`config.mk`:
```
export PLATFORM = sky130hd
export DESIGN_NAME = sensor_report_tx
export DESIGN_NICKNAME = d
export VERILOG_FILES = /design/src/rtl/sensor_report_tx.sv
export SDC_FILE = /design/constraint.sdc
export NUM_CORES = 1
export LEC_CHECK = 0
export CORE_MARGIN = 4
export CORE_UTILIZATION = 55
export DETAILED_ROUTE_END_ITERATION = 6
export GPL_ROUTABILITY_DRIVEN = 0
export PLACE_DENSITY = 0.83
export SETUP_SLACK_MARGIN = 0.4
export SYNTH_ARGS = -nofsm -noshare
export SYNTH_HDL_FRONTEND = slang
export SYNTH_SLANG_ARGS = --single-unit
```
`constraint.sdc`:
```
create_clock -name clk -period 4.6 [get_ports clk]
set_input_delay 0.69 -clock clk [delete_from_list [all_inputs] [get_ports clk]]
set_output_delay 0.69 -clock clk [all_outputs]
set_load 0.01 [all_outputs]
```
`src/rtl/sensor_report_tx.sv`:
```
// Snapshots clock/sensor values on start and streams a fixed ASCII report line, one byte per handshake.
// Optional REPORT_CHECKSUM_EN inserts '*' and two uppercase hex digits (XOR of 'T'..last temp digit) before CR LF.
//
// state | meaning
// IDLE  | waiting for start, outputs quiet
// SEND  | presenting frame byte idx, advancing on each accepted transfer
module sensor_report_tx #(
  parameter logic [7:0] SEP_CHAR = 8'h20
) (
  input  logic       clk,
  input  logic       reset,
  input  logic       start,
  input  logic [5:0] i_hour,
  input  logic [5:0] i_min,
  input  logic [5:0] i_sec,
  input  logic [9:0] i_dist,
  input  logic [7:0] i_humi,
  input  logic [7:0] i_temp,
  output logic [7:0] o_tx_data,
  output logic       o_tx_valid,
  input  logic       i_tx_ready,
  output logic       o_busy,
  output logic       o_done
);

`ifdef REPORT_CHECKSUM_EN
  localparam logic [4:0] LAST_IDX = 5'd27;
`else
  localparam logic [4:0] LAST_IDX = 5'd24;
`endif

  localparam logic [7:0] CH_T     = 8'h54;
  localparam logic [7:0] CH_D     = 8'h44;
  localparam logic [7:0] CH_H     = 8'h48;
  localparam logic [7:0] CH_C     = 8'h43;
  localparam logic [7:0] CH_COLON = 8'h3A;
  localparam logic [7:0] CH_CR    = 8'h0D;
  localparam logic [7:0] CH_LF    = 8'h0A;

  typedef enum logic {IDLE, SEND} state_t;

  state_t      state, state_nxt;
  logic [4:0]  idx;
  logic [7:0]  hour_bcd, min_bcd, sec_bcd, humi_bcd, temp_bcd;
  logic [15:0] dist_bcd;
  logic [7:0]  frame_byte;
  logic        accept_start;
  logic        xfer;
  logic        last_xfer;
  logic        done_q;

  // Two-digit fields saturate at 99 before conversion.
  function automatic logic [7:0] to_bcd2(input logic [7:0] v);
    logic [7:0] s;
    logic [3:0] t, o;
    s = (v > 8'd99) ? 8'd99 : v;
    t = 4'(s / 8'd10);
    o = 4'(s % 8'd10);
    return {t, o};
  endfunction

  function automatic logic [15:0] to_bcd4(input logic [9:0] d);
    logic [3:0] th, hu, te, on;
    th = 4'(d / 10'd1000);
    hu = 4'((d / 10'd100) % 10'd10);
    te = 4'((d / 10'd10) % 10'd10);
    on = 4'(d % 10'd10);
    return {th, hu, te, on};
  endfunction

  function automatic logic [7:0] dig(input logic [3:0] n);
    return {4'h3, n};
  endfunction

  assign accept_start = (state == IDLE) && start;
  assign xfer         = (state == SEND) && i_tx_ready;
  assign last_xfer    = xfer && (idx == LAST_IDX);

  always_ff @(posedge clk or negedge reset) begin
    if (!reset) state <= IDLE;
    else        state <= state_nxt;
  end

  always_comb begin
    state_nxt = state;
    case (state)
      IDLE: if (start)     state_nxt = SEND;
      SEND: if (last_xfer) state_nxt = IDLE;
      default:             state_nxt = IDLE;
    endcase
  end

  always_comb begin
    o_busy     = (state == SEND);
    o_tx_valid = (state == SEND);
    o_tx_data  = (state == SEND) ? frame_byte : 8'h00;
    o_done     = done_q;
  end

  // Snapshot is held in BCD so the byte mux is a pure select.
  always_ff @(posedge clk or negedge reset) begin
    if (!reset) begin
      hour_bcd <= '0;
      min_bcd  <= '0;
      sec_bcd  <= '0;
      dist_bcd <= '0;
      humi_bcd <= '0;
      temp_bcd <= '0;
    end else if (accept_start) begin
      hour_bcd <= to_bcd2({2'b00, i_hour});
      min_bcd  <= to_bcd2({2'b00, i_min});
      sec_bcd  <= to_bcd2({2'b00, i_sec});
      dist_bcd <= to_bcd4(i_dist);
      humi_bcd <= to_bcd2(i_humi);
      temp_bcd <= to_bcd2(i_temp);
    end
  end

  always_ff @(posedge clk or negedge reset) begin
    if (!reset) begin
      idx    <= '0;
      done_q <= 1'b0;
    end else begin
      done_q <= last_xfer;
      if (accept_start)   idx <= '0;
      else if (last_xfer) idx <= '0;
      else if (xfer)      idx <= idx + 5'd1;
    end
  end

`ifdef REPORT_CHECKSUM_EN
  logic [7:0] csum;

  function automatic logic [7:0] hexc(input logic [3:0] n);
    return (n < 4'd10) ? {4'h3, n} : (8'h37 + {4'h0, n});
  endfunction

  // Running XOR of bytes 0..22; it is complete by the time '*' is on the bus.
  always_ff @(posedge clk or negedge reset) begin
    if (!reset)                     csum <= '0;
    else if (accept_start)          csum <= '0;
    else if (xfer && idx <= 5'd22)  csum <= csum ^ frame_byte;
  end
`endif

  always_comb begin
    frame_byte = 8'h00;
    case (idx)
      5'd0:  frame_byte = CH_T;
      5'd1:  frame_byte = dig(hour_bcd[7:4]);
      5'd2:  frame_byte = dig(hour_bcd[3:0]);
      5'd3:  frame_byte = CH_COLON;
      5'd4:  frame_byte = dig(min_bcd[7:4]);
      5'd5:  frame_byte = dig(min_bcd[3:0]);
      5'd6:  frame_byte = CH_COLON;
      5'd7:  frame_byte = dig(sec_bcd[7:4]);
      5'd8:  frame_byte = dig(sec_bcd[3:0]);
      5'd9:  frame_byte = SEP_CHAR;
      5'd10: frame_byte = CH_D;
      5'd11: frame_byte = dig(dist_bcd[15:12]);
      5'd12: frame_byte = dig(dist_bcd[11:8]);
      5'd13: frame_byte = dig(dist_bcd[7:4]);
      5'd14: frame_byte = dig(dist_bcd[3:0]);
      5'd15: frame_byte = SEP_CHAR;
      5'd16: frame_byte = CH_H;
      5'd17: frame_byte = dig(humi_bcd[7:4]);
      5'd18: frame_byte = dig(humi_bcd[3:0]);
      5'd19: frame_byte = SEP_CHAR;
      5'd20: frame_byte = CH_C;
      5'd21: frame_byte = dig(temp_bcd[7:4]);
      5'd22: frame_byte = dig(temp_bcd[3:0]);
`ifdef REPORT_CHECKSUM_EN
      5'd23: frame_byte = 8'h2A;
      5'd24: frame_byte = hexc(csum[7:4]);
      5'd25: frame_byte = hexc(csum[3:0]);
      5'd26: frame_byte = CH_CR;
      5'd27: frame_byte = CH_LF;
`else
      5'd23: frame_byte = CH_CR;
      5'd24: frame_byte = CH_LF;
`endif
      default: frame_byte = 8'h00;
    endcase
  end

endmodule

```
==> impl_metrics.json <==
{
  "endpoint_kind": "flop",
  "syn_inst": 861,
  "power.internal_uw": 1710,
  "route.detailed.drc": 0,
  "status": "complete, but fails checks",
  "fp.coreArea_mm2": 0.0110,
  "synth_ff_type": "dfrtp_1",
  "cts_sinks": 57,
  "violations": "setup timing",
  "numCtsBuffers": 9,
  "dp_hpwl_um": 13600,
  "grt_usage_pct": 30.6,
  "hp-start": "sec_bcd[0]",
  "hold_buffers": 0,
  "dp.cells": 1107,
  "grt-ovfl-total": 0,
  "holdPathEnd": "sec_bcd[0]",
  "ys_seq_area_share_pct": 22.8,
  "final_hold_viol_count": 0,
  "crit_fanout": 4,
  "grt_pass1_vias": 6920,
  "grt_pass1_wl_um": 33100,
  "vias": 7763,
  "rows": 38,
  "p_per_area_mw_per_mm2": 326,
  "grt_start_max_net_pins": 58,
  "num-nets-final": 1094,
  "cap_viol_max_count": 0,
  "cp.required_ns": 4.87,
  "die_w_um": 115,
  "hp-class": "reg2reg",
  "n_antenna_cell": 0,
  "path_clk_slew_ns": 0.05,
  "yosys.area_share.simple_pct": 26.0,
  "synth_fa_ha_area_share_pct": 4.20,
  "skew_ns": 0.00291,
  "rsz0062_at_grt": "true",
  "p_switching_uw": 1140,
  "htreeDepth": 3,
  "fillers": 724,
  "antenna_found_initial": 0,
  "period_share_pct": 101,
  "min_path_cells": 2,
  "io_buffers": 57,
  "cp.arrival_ns": 4.94,
  "syn_area_mm2": 0.00626,
  "syn_avg_cell_area_um2": 7.27,
  "dieArea_mm2": 0.0131,
  "p_sw_share_pct": 39.9,
  "fin_crit_ns": 4.67,
  "async_reset_ff_share_pct": 100,
  "drv_slew": 0,
  "die_h_um": 115,
  "clock_power_share_pct": 23.3,
  "r2r_end": "dist_bcd[11]",
  "combPwrFrac_pct": 53.1,
  "synth_edf_count": 0,
  "synth_top_family_by_area": "compound AO/OA/AOI/OAI gates",
  "avgRoutedWirePerCell_um": 20.2,
  "layout_common_cells": "151 x buf_4, 117 x nand2_1, 89 x nor2_1",
  "final_cells": 1174,
  "synth_xor_area_share_pct": 4.60,
  "ys_ff_latch": 57,
  "synthMuxAreaShare_pct": 3.46,
  "final_antenna_net_count": 0,
  "layout-drive-gt1-share_pct": 27.1,
  "synth_warnings": 0,
  "ys_types": 92,
  "layout_setup_ws_ns": -0.0684,
  "area_growth_pct": 39.2,
  "cellLeakagePower_uw": 0.00379,
  "rr_worst_depth": 3,
  "crit_type": "in2reg",
  "reg2reg_setup_slack_ns": 2.58,
  "setup_viol": 2,
  "final_common_cell": "buf_4",
  "tightest_slew_ns": 0.726,
  "start_util_pct": 57.0,
  "whs_ns": 0.475,
  "sequentialPowerShare_pct": 23.6,
  "synth_compound_area_share_pct": 32.1,
  "drt_pre_antenna_iters": 6,
  "wirelength_um": 23700,
  "max-vdd-ir-drop_mv": 0.420,
  "reg2reg_from": "o_busy",
  "cts_max_path_buffers": 2,
  "io_pins": 59,
  "via_per_inst": 6.61,
  "tritoncts": "yes",
  "clk_latency_ns": 0.33,
  "cts_root_buf": "clkbuf_16",
  "drtIter0Drc": 931,
  "max_freq_mhz": 214,
  "relSlewSlack_pct": 51.6,
  "syn_nets": 926,
  "start_kind": "input port"
}
==> kinds of logic after synthesis <==
| group | Yosys count |
|---|---|
| buffers and inverters | 100 |
| muxes | 19 |
| xor gates and xnor gates | 32 |
| DFF | 57 |
| other | 1 |
| adders and majority gates | 22 |
| AOI/OAI and AO/OA | 289 |
| and+or+nand+nor | 341 |
==> power by group through the flow <==
stage | Sequential [uW] | Combinational (uW) | Clock [uW]
2_1_floorplan | 630 | 857 | 0
3_3_place_gp | 673 | 1250 | 0
3_5_place_dp | 674 | 1280 | 0
4_1_cts | 668 | 1370 | 661
5_1_grt | 679 | 1620 | 683
6_report | 672 | 1510 | 662
==> Yosys cell counts (4+ instances only) <==
library cell | instances | area [um^2]
a211oi_1 | 9 | 67.6
a21boi_0 | 5 | 37.5
a21o_1 | 4 | 30.0
a21oi_1 | 55 | 275
a221o_1 | 4 | 40.0
a221oi_1 | 4 | 35.0
a22o_1 | 5 | 43.8
a22oi_1 | 8 | 60.1
a31oi_1 | 12 | 75.1
a32o_1 | 9 | 90.1
a32oi_1 | 9 | 78.8
and2_1 | 6 | 37.5
and3_1 | 10 | 62.6
buf_2 | 9 | 45.0
buf_4 | 6 | 45.0
clkbuf_1 | 48 | 180
dfrtp_1 | 57 | 1430
ha_1 | 17 | 213
inv_1 | 32 | 120
maj3_1 | 5 | 50.1
mux2_2 | 11 | 124
mux2i_1 | 7 | 70.1
nand2_1 | 120 | 450
nand2b_1 | 20 | 125
nand3_1 | 17 | 85.1
nand4_1 | 4 | 25.0
nor2_1 | 90 | 338
nor2b_1 | 16 | 100
nor3_1 | 20 | 100
nor4_1 | 4 | 25.0
o211ai_1 | 9 | 67.6
o21a_1 | 6 | 45.0
o21ai_0 | 83 | 415
o221ai_1 | 4 | 35.0
o22ai_1 | 9 | 56.3
o31ai_1 | 7 | 52.6
or2_2 | 6 | 37.5
or3_1 | 7 | 43.8
xnor2_1 | 24 | 210
xor2_1 | 7 | 61.3
==> sequential cells by signal, summed over array words and instances, names as in the netlist <==
name      cells
dist_bcd     13
idx           5
temp_bcd      8
o_done        1
humi_bcd      8
o_busy        1
sec_bcd       7
min_bcd       7
hour_bcd      7
==> final cells by class <==
class / count / area [um^2] / share of cell area, %
clock buffer: 9 / 225 / 2.59
clock inverter: 7 / 71.3 / 0.819
inverter: 34 / 131 / 1.51
multi-input combinational: 704 / 4760 / 54.7
sequential: 57 / 1430 / 16.4
tap: 140 / 175 / 2.01
timing repair buffer: 223 / 1920 / 22.0
==> critical path: stages <==
cell,delay (ns)
buf_2,0.13
buf_6,0.15
nor3b_4,0.38
a211oi_2,0.09
a21o_1,0.22
a211oi_4,0.43
and4_4,0.34
a21oi_4,0.07
xnor2_2,0.21
inv_1,0.08
ha_2,0.20
nand2b_4,0.15
buf_4,0.13
o211ai_1,0.25
a32oi_2,0.23
o21a_1,0.16
o311ai_2,0.24
nand4_1,0.18
or4_1,0.53
nand3_1,0.08
==> layer usage <==
metal  vias up  wire length, um  track usage (%)
met2       495            11200             51.7
met1      3635             8540             37.1
met3       172             2110             4.97
li1       3461                -                -
met4         0             1860             16.5
met5         -                0                0
==> how the worst max path moves through the flow <==
stage          depth (start not counted)       from  slack (ns)          end
3_5_place_dp                          20  i_dist[6]       -0.58  dist_bcd[7]
5_1_grt                               22  i_dist[5]       -0.16  dist_bcd[7]
6_report                              20  i_dist[5]       -0.07  dist_bcd[7]
3_3_place_gp                          21  i_dist[8]       -0.40  dist_bcd[6]
2_1_floorplan                         22  i_dist[7]       0.003  dist_bcd[7]
4_1_cts                               22  i_dist[7]        0.39  dist_bcd[6]
==> what timing repair did <==
action / in CTS / in global routing
endpoints found under the setup margin: 3 / 4
gates cloned: 4 / 0
pin swaps: 22 / 22
buffers inserted: 26 / 21
gates resized for setup: 63 / 41
==> stage by stage <==
stage	TNS [ns]	area [um^2]	total power (uW)	util, %	setup WS (ns)
floorplan	0	6390	1490	-	0.00279
global placement	-1.13	7690	1930	70.0	-0.398
detailed placement	-1.61	7690	1960	70.0	-0.584
CTS	0	8360	2690	76.1	0.387
global route	-0.406	8710	2980	79.3	-0.160
finish	-0.108	8710	2840	79.3	-0.0684
(Power assumes the default switching activity.)
